[src/rtl/flag_file_if.sv]
// Flag-file bus: control-unit/ALU side (master) to the flag register file (slave).
interface flag_file_if #(
    parameter int unsigned NFLAGS     = 2,
    parameter int unsigned SHAD_DEPTH = 2
);
    localparam int unsigned CW = $clog2(SHAD_DEPTH + 1);

    logic [NFLAGS-1:0] FLG_CLR;
    logic [NFLAGS-1:0] FLG_SET;
    logic [NFLAGS-1:0] FLG_LD;
    logic [NFLAGS-1:0] FLG_IN;
    logic              I_SET;
    logic              I_CLR;
    logic              SHAD_SAVE;
    logic              SHAD_RESTORE;
    logic              ERR_CLR;

    logic [NFLAGS-1:0] FLAGS;
    logic              I_FLAG;
    logic [CW-1:0]     SHAD_CNT;
    logic              SHAD_OVF;
    logic              SHAD_UNF;

    modport master (
        output FLG_CLR, FLG_SET, FLG_LD, FLG_IN,
        output I_SET, I_CLR, SHAD_SAVE, SHAD_RESTORE, ERR_CLR,
        input  FLAGS, I_FLAG, SHAD_CNT, SHAD_OVF, SHAD_UNF
    );

    modport slave (
        input  FLG_CLR, FLG_SET, FLG_LD, FLG_IN,
        input  I_SET, I_CLR, SHAD_SAVE, SHAD_RESTORE, ERR_CLR,
        output FLAGS, I_FLAG, SHAD_CNT, SHAD_OVF, SHAD_UNF
    );
endinterface

[src/rtl/flag_file.sv]
// Condition-flag register with interrupt enable and a LIFO shadow stack
// that saves {I, FLAGS} on interrupt entry and restores them on RETIE.
module flag_file #(
    parameter int unsigned NFLAGS     = 2,
    parameter int unsigned SHAD_DEPTH = 2
) (
    input logic        CLK,
    input logic        RST,
    flag_file_if.slave bus
);
    localparam int unsigned CW = $clog2(SHAD_DEPTH + 1);
    localparam int unsigned EW = NFLAGS + 1;
    localparam int unsigned AW = (SHAD_DEPTH > 1) ? $clog2(SHAD_DEPTH) : 1;

    logic [NFLAGS-1:0] flags_q, flags_d;
    logic              i_q, i_d;
    logic [CW-1:0]     cnt_q, cnt_d;
    logic              ovf_q, ovf_d;
    logic              unf_q, unf_d;
    logic [EW-1:0]     stack_q [SHAD_DEPTH];

    logic              push_c, pop_c, full_c, empty_c, push_we_c;
    logic [NFLAGS-1:0] flags_upd_c;
    logic              i_upd_c;
    logic [AW-1:0]     wr_idx_c, rd_idx_c;
    logic [EW-1:0]     rd_entry_c;

    // Decode stack mode and compute the next architectural state.
    always_comb begin
        push_c      = bus.SHAD_SAVE & ~bus.SHAD_RESTORE;
        pop_c       = bus.SHAD_RESTORE & ~bus.SHAD_SAVE;
        full_c      = (cnt_q == CW'(SHAD_DEPTH));
        empty_c     = (cnt_q == CW'(0));
        wr_idx_c    = AW'(cnt_q);
        rd_idx_c    = AW'(cnt_q - CW'(1));
        rd_entry_c  = stack_q[rd_idx_c];

        // Per bit: clear beats set beats load beats hold.
        flags_upd_c = (((flags_q & ~bus.FLG_LD) | (bus.FLG_IN & bus.FLG_LD))
                       | bus.FLG_SET) & ~bus.FLG_CLR;
        i_upd_c     = bus.I_CLR ? 1'b0 : (bus.I_SET ? 1'b1 : i_q);

        flags_d     = flags_upd_c;
        i_d         = i_upd_c;
        cnt_d       = cnt_q;
        ovf_d       = ovf_q & ~bus.ERR_CLR;
        unf_d       = unf_q & ~bus.ERR_CLR;
        push_we_c   = 1'b0;

        if (push_c) begin
            i_d = 1'b0;
            if (!full_c) begin
                push_we_c = 1'b1;
                cnt_d     = cnt_q + CW'(1);
            end else begin
                ovf_d = 1'b1;
            end
        end else if (pop_c) begin
            if (!empty_c) begin
                i_d     = rd_entry_c[NFLAGS];
                flags_d = rd_entry_c[NFLAGS-1:0];
                cnt_d   = cnt_q - CW'(1);
            end else begin
                unf_d = 1'b1;
            end
        end
    end

    // Architectural state registers; reset overrides any stack op.
    always_ff @(posedge CLK) begin
        if (RST) begin
            flags_q <= '0;
            i_q     <= 1'b0;
            cnt_q   <= '0;
            ovf_q   <= 1'b0;
            unf_q   <= 1'b0;
        end else begin
            flags_q <= flags_d;
            i_q     <= i_d;
            cnt_q   <= cnt_d;
            ovf_q   <= ovf_d;
            unf_q   <= unf_d;
        end
    end

    // Shadow-stack storage captures the pre-edge context; contents need no reset.
    always_ff @(posedge CLK) begin
        if (push_we_c && !RST) begin
            stack_q[wr_idx_c] <= {i_q, flags_q};
        end
    end

    assign bus.FLAGS    = flags_q;
    assign bus.I_FLAG   = i_q;
    assign bus.SHAD_CNT = cnt_q;
    assign bus.SHAD_OVF = ovf_q;
    assign bus.SHAD_UNF = unf_q;
endmodule

[src/flat_wrapper.sv]
// flat-port wrapper written by rule: the top's interface ports become plain ports
module flag_file_flat 
#(
    parameter int unsigned NFLAGS     = 2,
    parameter int unsigned SHAD_DEPTH = 2
)
  (CLK, RST, bus_FLG_CLR, bus_FLG_SET, bus_FLG_LD, bus_FLG_IN, bus_I_SET, bus_I_CLR, bus_SHAD_SAVE, bus_SHAD_RESTORE, bus_ERR_CLR, bus_FLAGS, bus_I_FLAG, bus_SHAD_CNT, bus_SHAD_OVF, bus_SHAD_UNF);
  flag_file_if #(.NFLAGS(NFLAGS), .SHAD_DEPTH(SHAD_DEPTH)) bus_i ();
  input logic CLK;
  input logic RST;
  input wire logic [$bits(bus_i.FLG_CLR)-1:0] bus_FLG_CLR;
  input wire logic [$bits(bus_i.FLG_SET)-1:0] bus_FLG_SET;
  input wire logic [$bits(bus_i.FLG_LD)-1:0] bus_FLG_LD;
  input wire logic [$bits(bus_i.FLG_IN)-1:0] bus_FLG_IN;
  input wire logic [$bits(bus_i.I_SET)-1:0] bus_I_SET;
  input wire logic [$bits(bus_i.I_CLR)-1:0] bus_I_CLR;
  input wire logic [$bits(bus_i.SHAD_SAVE)-1:0] bus_SHAD_SAVE;
  input wire logic [$bits(bus_i.SHAD_RESTORE)-1:0] bus_SHAD_RESTORE;
  input wire logic [$bits(bus_i.ERR_CLR)-1:0] bus_ERR_CLR;
  output wire logic [$bits(bus_i.FLAGS)-1:0] bus_FLAGS;
  output wire logic [$bits(bus_i.I_FLAG)-1:0] bus_I_FLAG;
  output wire logic [$bits(bus_i.SHAD_CNT)-1:0] bus_SHAD_CNT;
  output wire logic [$bits(bus_i.SHAD_OVF)-1:0] bus_SHAD_OVF;
  output wire logic [$bits(bus_i.SHAD_UNF)-1:0] bus_SHAD_UNF;
  assign bus_i.FLG_CLR = bus_FLG_CLR;
  assign bus_i.FLG_SET = bus_FLG_SET;
  assign bus_i.FLG_LD = bus_FLG_LD;
  assign bus_i.FLG_IN = bus_FLG_IN;
  assign bus_i.I_SET = bus_I_SET;
  assign bus_i.I_CLR = bus_I_CLR;
  assign bus_i.SHAD_SAVE = bus_SHAD_SAVE;
  assign bus_i.SHAD_RESTORE = bus_SHAD_RESTORE;
  assign bus_i.ERR_CLR = bus_ERR_CLR;
  assign bus_FLAGS = bus_i.FLAGS;
  assign bus_I_FLAG = bus_i.I_FLAG;
  assign bus_SHAD_CNT = bus_i.SHAD_CNT;
  assign bus_SHAD_OVF = bus_i.SHAD_OVF;
  assign bus_SHAD_UNF = bus_i.SHAD_UNF;
  flag_file #(.NFLAGS(NFLAGS), .SHAD_DEPTH(SHAD_DEPTH)) u_core (.CLK(CLK), .RST(RST), .bus(bus_i));
endmodule
[config.mk]
export PLATFORM = sky130hd
export DESIGN_NAME = flag_file_flat
export DESIGN_NICKNAME = d
export VERILOG_FILES = /design/src/rtl/flag_file_if.sv /design/src/rtl/flag_file.sv /design/src/flat_wrapper.sv
export SDC_FILE = /design/constraint.sdc
export NUM_CORES = 1
export LEC_CHECK = 0
export BUFFER_PORTS_ARGS = -buffer_cell sky130_fd_sc_hd__buf_2
export CORE_MARGIN = 4
export CORE_UTILIZATION = 46
export CTS_BUF_LIST = sky130_fd_sc_hd__clkbuf_8
export CTS_CLUSTER_DIAMETER = 120
export DETAILED_ROUTE_END_ITERATION = 6
export PLACE_DENSITY = 0.73
export SLEW_MARGIN = 10
export SYNTH_ARGS = -nofsm -noshare
export SYNTH_HDL_FRONTEND = slang
export SYNTH_SLANG_ARGS = --single-unit
[constraint.sdc]
create_clock -name CLK -period 2.2 [get_ports CLK]
set_clock_uncertainty 0.2 [all_clocks]
set_input_delay 0.22 -clock CLK [delete_from_list [all_inputs] [get_ports CLK]]
set_output_delay 0.22 -clock CLK [all_outputs]
set_load 0.005 [all_outputs]
# After elaboration in Yosys (flattened, before gate mapping)
# Memory sizes are Yosys's and may differ from the RTL's.
# Cells that the tools add are included.
[word_totals]
output_inout_bits = 7
ramBits = 6
inputBits = 15
reg_bits = 7
word_cells = 51
memories = 1
[mem_list]
columns = ["memory", "words", "word_bits", "read_ports", "rd_ports_with_merged_regs", "write_ports", "line", "source"]
rows = [
  ["u_core.stack_q", 2, 3, 1, 0, 1, "flag_file.sv:20", "logic [EW-1:0] stack_q [SHAD_DEPTH];"],
]
[classes]
muxes = 20
n_reduce_logical = 6
n_eq_ne = 3
addsub = 2
bitwise_logic = 14
[op_table]
columns = ["op", "n"]
rows = [
  ["2-bit two-way mux", 7],
  ["1-bit two-way mux", 13],
  ["2-bit bitwise AND", 3],
  ["1-bit bitwise AND", 4],
  ["2-bit NOT", 2],
  ["2-bit OR", 2],
  ["1-bit NOT", 3],
  ["3-bit AND reduction", 1],
  ["2-bit by 1-bit adder with 2-bit output, second input constant", 1],
  ["2-bit equality test, second input constant", 1],
  ["2-bit logical NOT", 1],
  ["2-bit by 1-bit != test with 1-bit output, second input constant", 1],
  ["2-bit != test, second input constant", 1],
  ["2-bit nonzero test", 1],
  ["2-bit OR reduction", 1],
  ["2-bit by 1-bit subtractor with 2-bit output, second input constant", 1],
  ["1-bit logical AND", 1],
  ["1-bit logical NOT", 1],
]

# Depth between registers and ports, before layout
# Gate-level depths: netlist of run 1.
[depth]
depth_word = 8
ltp_mapped = 6
mapped_depth_nobuf = 5

# Least setup slack after synthesis of run 1
# No wires, ideal clock.
[synth_timing]
path_type = "register -> register"
from = "register u_core.cnt_q[0], in the netlist u_core.bus.SHAD_CNT[0]"
to = "memory u_core.stack_q[0][0] in the netlist's numbering (enable)"
synth_period_minus_slack_ps = 2025
arrival_ps = 1480
slack_ps = 175
path_buffers = 1
required_time_ps = 1655
stages_incl_launch_ff = 6
setup_ps = 345
path_cell_list = "dfxtp_1 buf_6 inv_1 ha_1 or3b_2 nor3_1"
[synth_via]
elab_chain_len = 6
[synth_lines]
columns = ["element", "line", "source"]
rows = [
  ["start, declared", "flag_file.sv:17", "logic [CW-1:0] cnt_q, cnt_d;"],
  ["start signal, assigned", "flag_file.sv:80", "cnt_q <= cnt_d;"],
  ["2-bit equality test", "flag_file.sv:32", "full_c = (cnt_q == CW'(SHAD_DEPTH));"],
  ["1-bit two-way mux", "flag_file.sv:52", "if (!full_c) begin"],
  ["1-bit two-way mux", "flag_file.sv:50", "if (push_c) begin"],
  ["1-bit logical AND", "flag_file.sv:88", "if (push_we_c && !RST) begin"],
  ["1-bit two-way mux", "flag_file.sv:88", ""],
  ["1-bit two-way mux (not written as such)", "flag_file.sv:89", "stack_q[wr_idx_c] <= {i_q, flags_q};"],
  ["end, declared", "flag_file.sv:20", ""],
]
# Several ways; a longest one is shown, not always the timed one.

# Final worst setup path of run 1
[layout_timing]
from = "register u_core.cnt_q[0], in the netlist u_core.bus.SHAD_CNT[0]"
to = "memory u_core.stack_q[0][2] in the netlist's numbering (enable)"
# The elaborated chain is that of the path after synthesis.

==> impl_metrics.py, run 1 <==
metrics = {
    "run_status": {
        "status": "completed",
    },
    "cells_and_area": {
        "layout_common_cells": "21 x buf_2, 7 x dfxtp_1, 6 x edfxtp_1",
        "area_growth_pct": 25.8,
        "num_antenna_cells": 0,
        "drive_gt1_share_pct": 36.3,
        "nets": 98,
        "finalNonFillerCells": 94,
        "fill_cells": 97,
        "mostFrequentLayoutCell": "buf_2",
    },
    "die": {
        "initial_core_util_pct": 52.4,
        "die_h_microns": 44.8,
        "die_area_sq_um": 2000,
        "dieWidth_microns": 44.8,
        "rows": 12,
        "io_pins": 22,
        "core_sq_um": 1190,
    },
    "sta": {
        "fin_setup_tns_ns": 0,
        "fin_crit_ns": 2.03,
        "slew_viol_final": 0,
        "fmax_ghz": 0.492,
        "post-route-period-util_pct": 92.5,
        "worstMarginPinSlew_ns": 0.461,
        "setup_ws_ns": 0.166,
        "relSlewSlack_pct": 69.1,
        "final_hold_viol_count": 0,
        "rsz0062_at_grt": "false",
        "finalSetupViolCount": 0,
    },
    "cts": {
        "cts_hold_buf": 0,
        "post_cts_resize_count": 0,
        "clkTransAtPathRegs_ns": 0.05,
        "cts-root-buf": "clkbuf_8",
        "cts_tree": "yes",
        "cts-htree-levels": 1,
        "clockBufferDepth": 2,
        "cts_inserted_buffers": 3,
        "numClockSinks": 13,
        "clk_latency_ns": 0.24,
        "postCtsSetupBuffers": 0,
    },
    "route": {
        "postRouteWirelength_mm": 1.28,
        "dr.pass1.iters": 3,
        "met2_length_microns": 655,
        "wl_met3_microns": 24,
        "avgViaCountPerCell": 5.59,
        "final_antenna_net_count": 0,
        "top_layer_used": "met4",
        "drcViolationCount": 0,
        "wl_per_cell_microns": 13.7,
        "drt-initial-drc-count": 13,
        "num_vias": 525,
        "detail_route.wirelength.met1_microns": 595,
    },
    "placement": {
        "port_buffers": 21,
        "pre_cts_ws_ns": 0.183,
        "hpwl_microns": 969,
        "gp_congestion": 0.699,
        "post-place-cells": 90,
    },
    "synthesis": {
        "ys_types": 26,
        "syn_area_per_cell_sq_um": 11.1,
        "synthesis.nets": 73,
        "synth.yosys.seq_area_share_pct": 51.5,
        "synth_area_sq_um": 622,
        "synth_cells": 56,
        "synth-seq-cells": 13,
        "ys_warn_count": 0,
    },
    "power": {
        "swShare_pct": 23.6,
        "p_leak_uw": 0.000318,
        "p_clk_share_pct": 36.0,
        "vdd_drop_max_uv": 332,
        "comb_power_share_pct": 15.9,
        "p_sw_uw": 134,
        "p_per_area_nw_per_um2": 729,
        "p_int_uw": 436,
        "p_seq_share_pct": 48.2,
    },
    "grt": {
        "antenna_found_initial": 0,
        "grt_first_pass_wirelength_mm": 2.15,
        "gr-total-overflow": 0,
        "track_usage_pct": 15.1,
        "grt_max_degree": 12,
        "grt_pass1_vias": 508,
    },
    "worst_setup_path": {
        "end_kind": "flip-flop",
        "regToRegStartpoint": "u_core.bus.SHAD_CNT[0]",
        "cp.required_ns": 1.89,
        "path_class": "reg2reg",
        "worstSetupStartpoint": "u_core.bus.SHAD_CNT[0]",
        "cp-start-kind": "flip-flop",
        "cp.arrival_ns": 1.72,
        "crit_fanout": 3,
    },
    "hold_path": {
        "hold_class": "in2reg",
        "min-delay-start": "bus_FLG_CLR[1]",
    },
    "flow_run": {
        "cap_viol_max_count": 0,
    },
}
## path summary, 6_finish.rpt
path,end,cells after the start,slack [ns]
setup / recovery,u_core.stack_q[0][2],4,0.17
hold / removal,u_core.bus.FLAGS[1],3,0.04
setup reg to reg,u_core.stack_q[0][2],4,0.17
hold reg to reg,u_core.bus.SHAD_OVF,2,0.27
## per-stage QoR
step | power (uW) | hold WS, ns | utilization, % | instance area, sq um
final | 570 | 0.0401 | 65.9 | 782
after global routing | 599 | 0.0529 | 65.9 | 782
after CTS | 573 | 0.0392 | 65.9 | 782
after detailed placement | 370 | 0.264 | 62.1 | 737
after global placement | 367 | 0.253 | 62.1 | 737
after floorplan | 336 | 0.184 | - | 622
## flip-flops by register name (all words and copies together) (netlist names)
name / cells
u_core.bus.FLAGS: 2
u_core.bus.I_FLAG: 1
u_core.bus.SHAD_CNT: 2
u_core.bus.SHAD_OVF: 1
u_core.bus.SHAD_UNF: 1
u_core.stack_q: 6
## worst max-delay path, cell delays in order (launching register included)
cell     delay [ns]
dfxtp_1        0.33
inv_1          0.07
ha_1           0.22
or3b_2         0.49
nor3_1         0.37
## power by group through the flow
stage / clock [uW] / sequential, uW / combinational [uW]
final: 205 / 274 / 90.5
after CTS: 207 / 274 / 91.2
after detailed placement: 0 / 279 / 90.3
after floorplan: 0 / 279 / 56.5
after global routing: 221 / 276 / 101
after global placement: 0 / 279 / 88.1
## area by class of cell
class                   count  area [sq um]  area share (%)
multi-input cells          39           279            35.7
clock buffers               3          41.3            5.28
clock inverters             1          3.75           0.480
repair buffers             22           113            14.4
well taps                  14          17.5            2.24
flip-flops and latches     13           320            41.0
inverters                   2          7.51           0.960
## kinds of logic (layout without fill, tap and decap cells)
| kind of cell | after synthesis | after routing | synth area share, % |
|---|---|---|---|
| mux | 4 | 4 | 6.84 |
| simple gates | 23 | 23 | 23.5 |
| fa+ha+maj | 2 | 2 | 4.02 |
| compound gates | 10 | 10 | 10.5 |
| buf+inv | 4 | 28 | 3.62 |
| flops | 13 | 13 | 51.5 |
## synthesized netlist by cell type
| library cell | n | share of area [%] |
|---|---|---|
| a211o_1 | 1 | 1.4 |
| a211oi_1 | 2 | 2.4 |
| a21oi_1 | 3 | 2.4 |
| a31oi_1 | 1 | 1.0 |
| buf_6 | 1 | 1.8 |
| clkbuf_1 | 1 | 0.60 |
| dfxtp_1 | 7 | 23 |
| edfxtp_1 | 6 | 29 |
| ha_1 | 2 | 4.0 |
| inv_1 | 2 | 1.2 |
| mux2_2 | 2 | 3.6 |
| mux2i_1 | 2 | 3.2 |
| nand2_1 | 3 | 1.8 |
| nand2b_1 | 2 | 2.0 |
| nand3b_1 | 2 | 2.4 |
| nor2_1 | 1 | 0.60 |
| nor2b_1 | 3 | 3.0 |
| nor3_1 | 4 | 3.2 |
| nor3b_1 | 1 | 1.2 |
| nor3b_2 | 1 | 2.0 |
| o21a_1 | 1 | 1.2 |
| o22ai_1 | 2 | 2.0 |
| or3_1 | 3 | 3.0 |
| or3b_2 | 1 | 1.4 |
| or4_1 | 1 | 1.2 |
| or4b_1 | 1 | 1.6 |
## per-layer routing
layer,up-vias,track usage (%)
li1,255,-
met1,264,21.4
met2,4,21.5
met3,2,3.59
met4,0,7.23
met5,-,0
(Power assumes the default switching activity.)
==> inputs of run 2 (changes only) <==
==> constraint.sdc (replaced) <==
create_clock -name CLK -period 2.1 [get_ports CLK]
set_clock_uncertainty 0.2 [all_clocks]
set_input_delay 0.21 -clock CLK [delete_from_list [all_inputs] [get_ports CLK]]
set_output_delay 0.21 -clock CLK [all_outputs]
set_load 0.005 [all_outputs]
==> run 2 against run 1 <==
  * Core utilization increased by 0.84 points
  * Design area increased by 1.3%
  * Clock-buffer cell count unchanged
==> impl_metrics.py, run 2 (synthesis gave the netlist of run 1 again) <==
metrics = {
    "placement": {
        "port_buffers": 21,
        "hpwl_mm": 1.01,
        "gp_congestion": 0.736,
        "post-place-cells": 90,
    },
    "grt": {
        "top_usage_layer": "met2",
        "grt_pass1_vias": 467,
        "gr-total-overflow": 0,
        "antenna_found_initial": 0,
        "grt_max_degree": 12,
        "grt_first_pass_wirelength_mm": 2.08,
        "met2_usage_pct": 22.1,
        "track_usage_pct": 14.8,
        "grt_util_met1_pct": 19.5,
        "grtUsageMet3_pct": 5.18,
    },
    "power": {
        "vdd_drop_max_uv": 445,
        "p_clk_share_pct": 36.4,
        "p_seq_share_pct": 47.6,
        "p_int_uw": 457,
        "p_sw_uw": 145,
        "p_leak_uw": 0.000320,
        "swShare_pct": 24.1,
        "p_per_area_nw_per_um2": 760,
        "comb_power_share_pct": 16.0,
    },
    "sta": {
        "final_hold_viol_count": 0,
        "rsz0062_at_grt": "false",
        "slew_viol_final": 0,
        "fin_setup_tns_ns": 0,
        "holdWs_ns": 0.0267,
        "worstMarginPinSlew_ns": 0.468,
        "fin_crit_ns": 1.88,
        "fmax_ghz": 0.532,
        "finalSetupViolCount": 0,
        "relSlewSlack_pct": 68.7,
        "post-route-period-util_pct": 89.5,
    },
    "cells_and_area": {
        "mostFrequentLayoutCell": "buf_2",
        "finalNonFillerCells": 94,
        "num_antenna_cells": 0,
        "regMostFlops": "u_core.stack_q",
        "largest_register_ffs": 6,
        "area_growth_pct": 27.4,
        "layout_common_cells": "21 x buf_2, 7 x dfxtp_1, 6 x edfxtp_1",
        "nets": 98,
        "drive_gt1_share_pct": 38.8,
    },
    "die": {
        "initial_core_util_pct": 52.4,
        "rows": 12,
        "die_area_sq_um": 2000,
        "io_pins": 22,
        "core_sq_um": 1190,
        "dieWidth_microns": 44.8,
        "die_h_microns": 44.8,
    },
    "worst_setup_path": {
        "cp.required_ns": 1.82,
        "cp-start-kind": "flip-flop",
        "critPathTopFamily": "simple AND/OR/NAND/NOR gates",
        "path_class": "reg2reg",
        "crit_fanout": 3,
        "critPathBufInv": 1,
        "end_kind": "flip-flop",
        "crit_chain": "inv_1, ha_1, or3b_2, nor3_2",
        "slowest_stage": "or3b_2",
        "slowest_delay_ns": 0.51,
        "cp.arrival_ns": 1.60,
    },
    "cts": {
        "cts_inserted_buffers": 3,
        "numClockSinks": 13,
        "clkTransAtPathRegs_ns": 0.05,
        "cts_tree": "yes",
        "cts-root-buf": "clkbuf_8",
        "cts-htree-levels": 1,
        "cts_hold_buf": 0,
        "clk_latency_ns": 0.24,
        "clockBufferDepth": 2,
    },
    "flow_run": {
        "cap_viol_max_count": 0,
    },
    "run_status": {
        "status": "completed",
    },
    "route": {
        "dr.pass1.iters": 3,
        "final_antenna_net_count": 0,
        "drt-initial-drc-count": 11,
        "num_vias": 493,
        "postRouteWirelength_mm": 1.28,
        "avgViaCountPerCell": 5.24,
        "drcViolationCount": 0,
        "wl_per_cell_microns": 13.6,
    },
    "hold_path": {
        "hold_class": "in2reg",
    },
}
-- run 2: changes by cell type in the layout (fill, tap and decap cells not counted) --
cell / delta
nor3_1: -2
nor3_2: +2
-- run 2: path summary, 6_finish.rpt --
| path | cells past startpoint | to | slack [ns] | from |
|---|---|---|---|---|
| setup / recovery | 4 | u_core.stack_q[0][1] | 0.22 | u_core.bus.SHAD_CNT[0] |
| hold / removal | 3 | u_core.bus.FLAGS[1] | 0.03 | bus_FLG_CLR[1] |
| setup reg to reg | 4 | u_core.stack_q[0][1] | 0.22 | u_core.bus.SHAD_CNT[0] |
| hold reg to reg | 2 | u_core.bus.SHAD_OVF | 0.26 | u_core.bus.SHAD_OVF |
-- run 2: layout make-up --
type                    instances  area [sq um]
clock buffers                   3          41.3
well taps                      14          17.5
repair buffers                 22           113
multi-input cells              39           289
flip-flops and latches         13           320
clock inverters                 1          3.75
inverters                       2          7.51
fillers                        97           394
-- run 2: power groups by stage --
stage / Clock [uW] / Sequential (uW) / Combinational (uW)
2_1_floorplan: 0 / 293 / 59.2
3_3_place_gp: 0 / 292 / 92.4
3_5_place_dp: 0 / 292 / 94.9
4_1_cts: 221 / 287 / 95.3
5_1_grt: 236 / 289 / 108
6_report: 219 / 287 / 96.1
-- run 2: worst min-delay path: stages --
cell     delay (ns)
buf_2          0.07
or3_1          0.09
o22ai_1        0.05
-- run 2: routing by layer --
metal | part of all wire [%] | wire [microns]
met1 | 46 | 587
met2 | 49 | 624
met3 | 4.0 | 51
met4 | 1.2 | 15
met5 | 0 | 0
-- run 2: timing repair --
item                                    4_1_cts  5_1_grt
resized for setup                             0        2
endpoints found under the setup margin        0        6
buffers inserted                              0        0
-- run 2: stage by stage --
stage / utilization [%] / instance area [sq um] / total power, uW / worst slack (ns)
6_report: 66.8 / 792 / 602 / 0.221
5_1_grt: 66.8 / 792 / 633 / 0.117
4_1_cts: 65.9 / 782 / 603 / 0.0920
3_5_place_dp: 62.1 / 737 / 387 / 0.102
3_3_place_gp: 62.1 / 737 / 384 / 0.162
2_1_floorplan: - / 622 / 352 / 0.0752
==> inputs of run 3 (changes only) <==
--- a/config.mk
+++ b/config.mk
@@ -5,7 +5,7 @@
 export SDC_FILE = /design/constraint.sdc
 export NUM_CORES = 1
 export LEC_CHECK = 0
-export BUFFER_PORTS_ARGS = -buffer_cell sky130_fd_sc_hd__buf_2
+export BUFFER_PORTS_ARGS = -buffer_cell sky130_fd_sc_hd__buf_4
 export CORE_MARGIN = 4
 export CORE_UTILIZATION = 46
 export CTS_BUF_LIST = sky130_fd_sc_hd__clkbuf_8
==> run 3 against run 2 <==
  * Global-route usage increased by 1.1 points
  * Design area increased by 6.6%
  * Sequential power about the same
  * Die area unchanged
  * First-iteration DRC count decreased by 9.1%
  * Routed wire length increased by 11%
  * Critical path type unchanged
  * Critical endpoint is now u_core.stack_q[0][0]
  * Largest power group unchanged
==> impl_metrics.py, run 3 (synthesis gave the netlist of run 1 again) <==
metrics = {
    "worst_setup_path": {
        "crit_chain": "inv_1, ha_1, or3b_2, nor3_2",
        "path_class": "reg2reg",
        "cp.required_ns": 1.82,
        "critPathBufInv": 1,
        "crit_fanout": 3,
        "rrSetupSlack_ns": 0.18,
        "cp.arrival_ns": 1.64,
        "end_kind": "flip-flop",
        "slowest_delay_ns": 0.51,
        "critPathTopFamily": "simple AND/OR/NAND/NOR gates",
        "slowest_stage": "or3b_2",
        "cp-start-kind": "flip-flop",
    },
    "sta": {
        "rsz0062_at_grt": "false",
        "final_hold_viol_count": 0,
        "worstMarginPinSlew_ns": 0.454,
        "fin_setup_tns_ns": 0,
        "finalSetupViolCount": 0,
        "slew_viol_final": 0,
        "fin_crit_ns": 1.92,
        "fmax_ghz": 0.520,
        "post-route-period-util_pct": 91.6,
        "relSlewSlack_pct": 69.6,
    },
    "placement": {
        "post-place-cells": 90,
        "port_buffers": 21,
        "gp_congestion": 0.723,
        "hpwl_mm": 1.02,
    },
    "cells_and_area": {
        "drive_gt1_share_pct": 38.8,
        "fill_cells": 88,
        "area_growth_pct": 35.8,
        "mostFrequentLayoutCell": "buf_4",
        "regMostFlops": "u_core.stack_q",
        "layout_common_cells": "22 x buf_4, 7 x dfxtp_1, 6 x edfxtp_1",
        "finalNonFillerCells": 94,
        "nets": 98,
        "num_antenna_cells": 0,
        "largest_register_ffs": 6,
    },
    "die": {
        "dieWidth_microns": 44.8,
        "rows": 12,
        "die_area_sq_um": 2000,
        "core_sq_um": 1190,
        "die_h_microns": 44.8,
        "io_pins": 22,
        "initial_core_util_pct": 52.4,
    },
    "grt": {
        "grt_first_pass_wirelength_mm": 2.26,
        "top_usage_layer": "met2",
        "grt_max_degree": 12,
        "grt_util_met1_pct": 18.9,
        "antenna_found_initial": 0,
        "grtUsageMet3_pct": 3.98,
        "track_usage_pct": 15.9,
        "grt_pass1_vias": 495,
        "gr-total-overflow": 0,
        "met2_usage_pct": 24.9,
    },
    "cts": {
        "clk_latency_ns": 0.24,
        "cts-htree-levels": 1,
        "numClockSinks": 13,
        "cts_inserted_buffers": 3,
        "cts-root-buf": "clkbuf_8",
        "clockBufferDepth": 2,
        "post_cts_resize_count": 1,
        "clkTransAtPathRegs_ns": 0.06,
        "postCtsSetupBuffers": 0,
        "cts_hold_buf": 0,
        "cts_tree": "yes",
    },
    "route": {
        "drcViolationCount": 0,
        "wl_per_cell_microns": 15.1,
        "postRouteWirelength_mm": 1.42,
        "final_antenna_net_count": 0,
        "dr.pass1.iters": 4,
        "drt-initial-drc-count": 10,
        "avgViaCountPerCell": 5.49,
        "num_vias": 516,
    },
    "run_status": {
        "status": "completed",
    },
    "flow_run": {
        "cap_viol_max_count": 0,
    },
    "power": {
        "p_per_area_nw_per_um2": 732,
        "vdd_drop_max_uv": 403,
        "p_leak_uw": 0.000333,
        "power_uw": 619,
    },
    "hold_path": {
        "hold_class": "in2reg",
    },
}
[run 3: cell types whose count changed in the layout (fill, tap and decap cells not counted)]
cell   previous run  this run
buf_4             1        22
buf_2            21         0
[run 3: routing by layer]
metal	share of wire, %	vias up
met3	3.6	7
met4	3.9	0
met5	0	-
li1	-	256
met1	41	242
met2	51	11
[run 3: metrics by stage]
stage | utilization [%] | hold slack (ns) | instance area [sq um] | setup slack [ns]
3_3_place_gp | 66.6 | 0.258 | 790 | 0.123
2_1_floorplan | - | 0.174 | 622 | 0.0752
5_1_grt | 71.2 | 0.0377 | 845 | 0.0807
6_report | 71.2 | 0.0264 | 845 | 0.176
3_5_place_dp | 66.6 | 0.264 | 790 | 0.0516
4_1_cts | 70.8 | 0.0234 | 840 | 0.0224
[run 3: power by group]
part | switching [uW] | internal, uW | total [uW]
registers | 7.83 | 279 | 287
logic | 49.8 | 60.9 | 111
clock network | 91.5 | 129 | 221
[run 3: area by class of cell]
cell class	instances	area [sq um]	area share (%)
flip-flops and latches	13	320	37.9
clock buffers	3	41.3	4.89
multi-input cells	39	289	34.2
inverters	2	7.51	0.889
repair buffers	22	165	19.6
clock inverters	1	3.75	0.444
well taps	14	17.5	2.07
[run 3: worst paths after layout]
check,cells past startpoint,start,to
hold reg to reg,2,u_core.bus.SHAD_OVF,u_core.bus.SHAD_OVF
setup reg to reg,4,u_core.bus.SHAD_CNT[0],u_core.stack_q[0][0]
hold / removal,2,RST,u_core.bus.SHAD_CNT[1]
setup / recovery,4,u_core.bus.SHAD_CNT[0],u_core.stack_q[0][0]
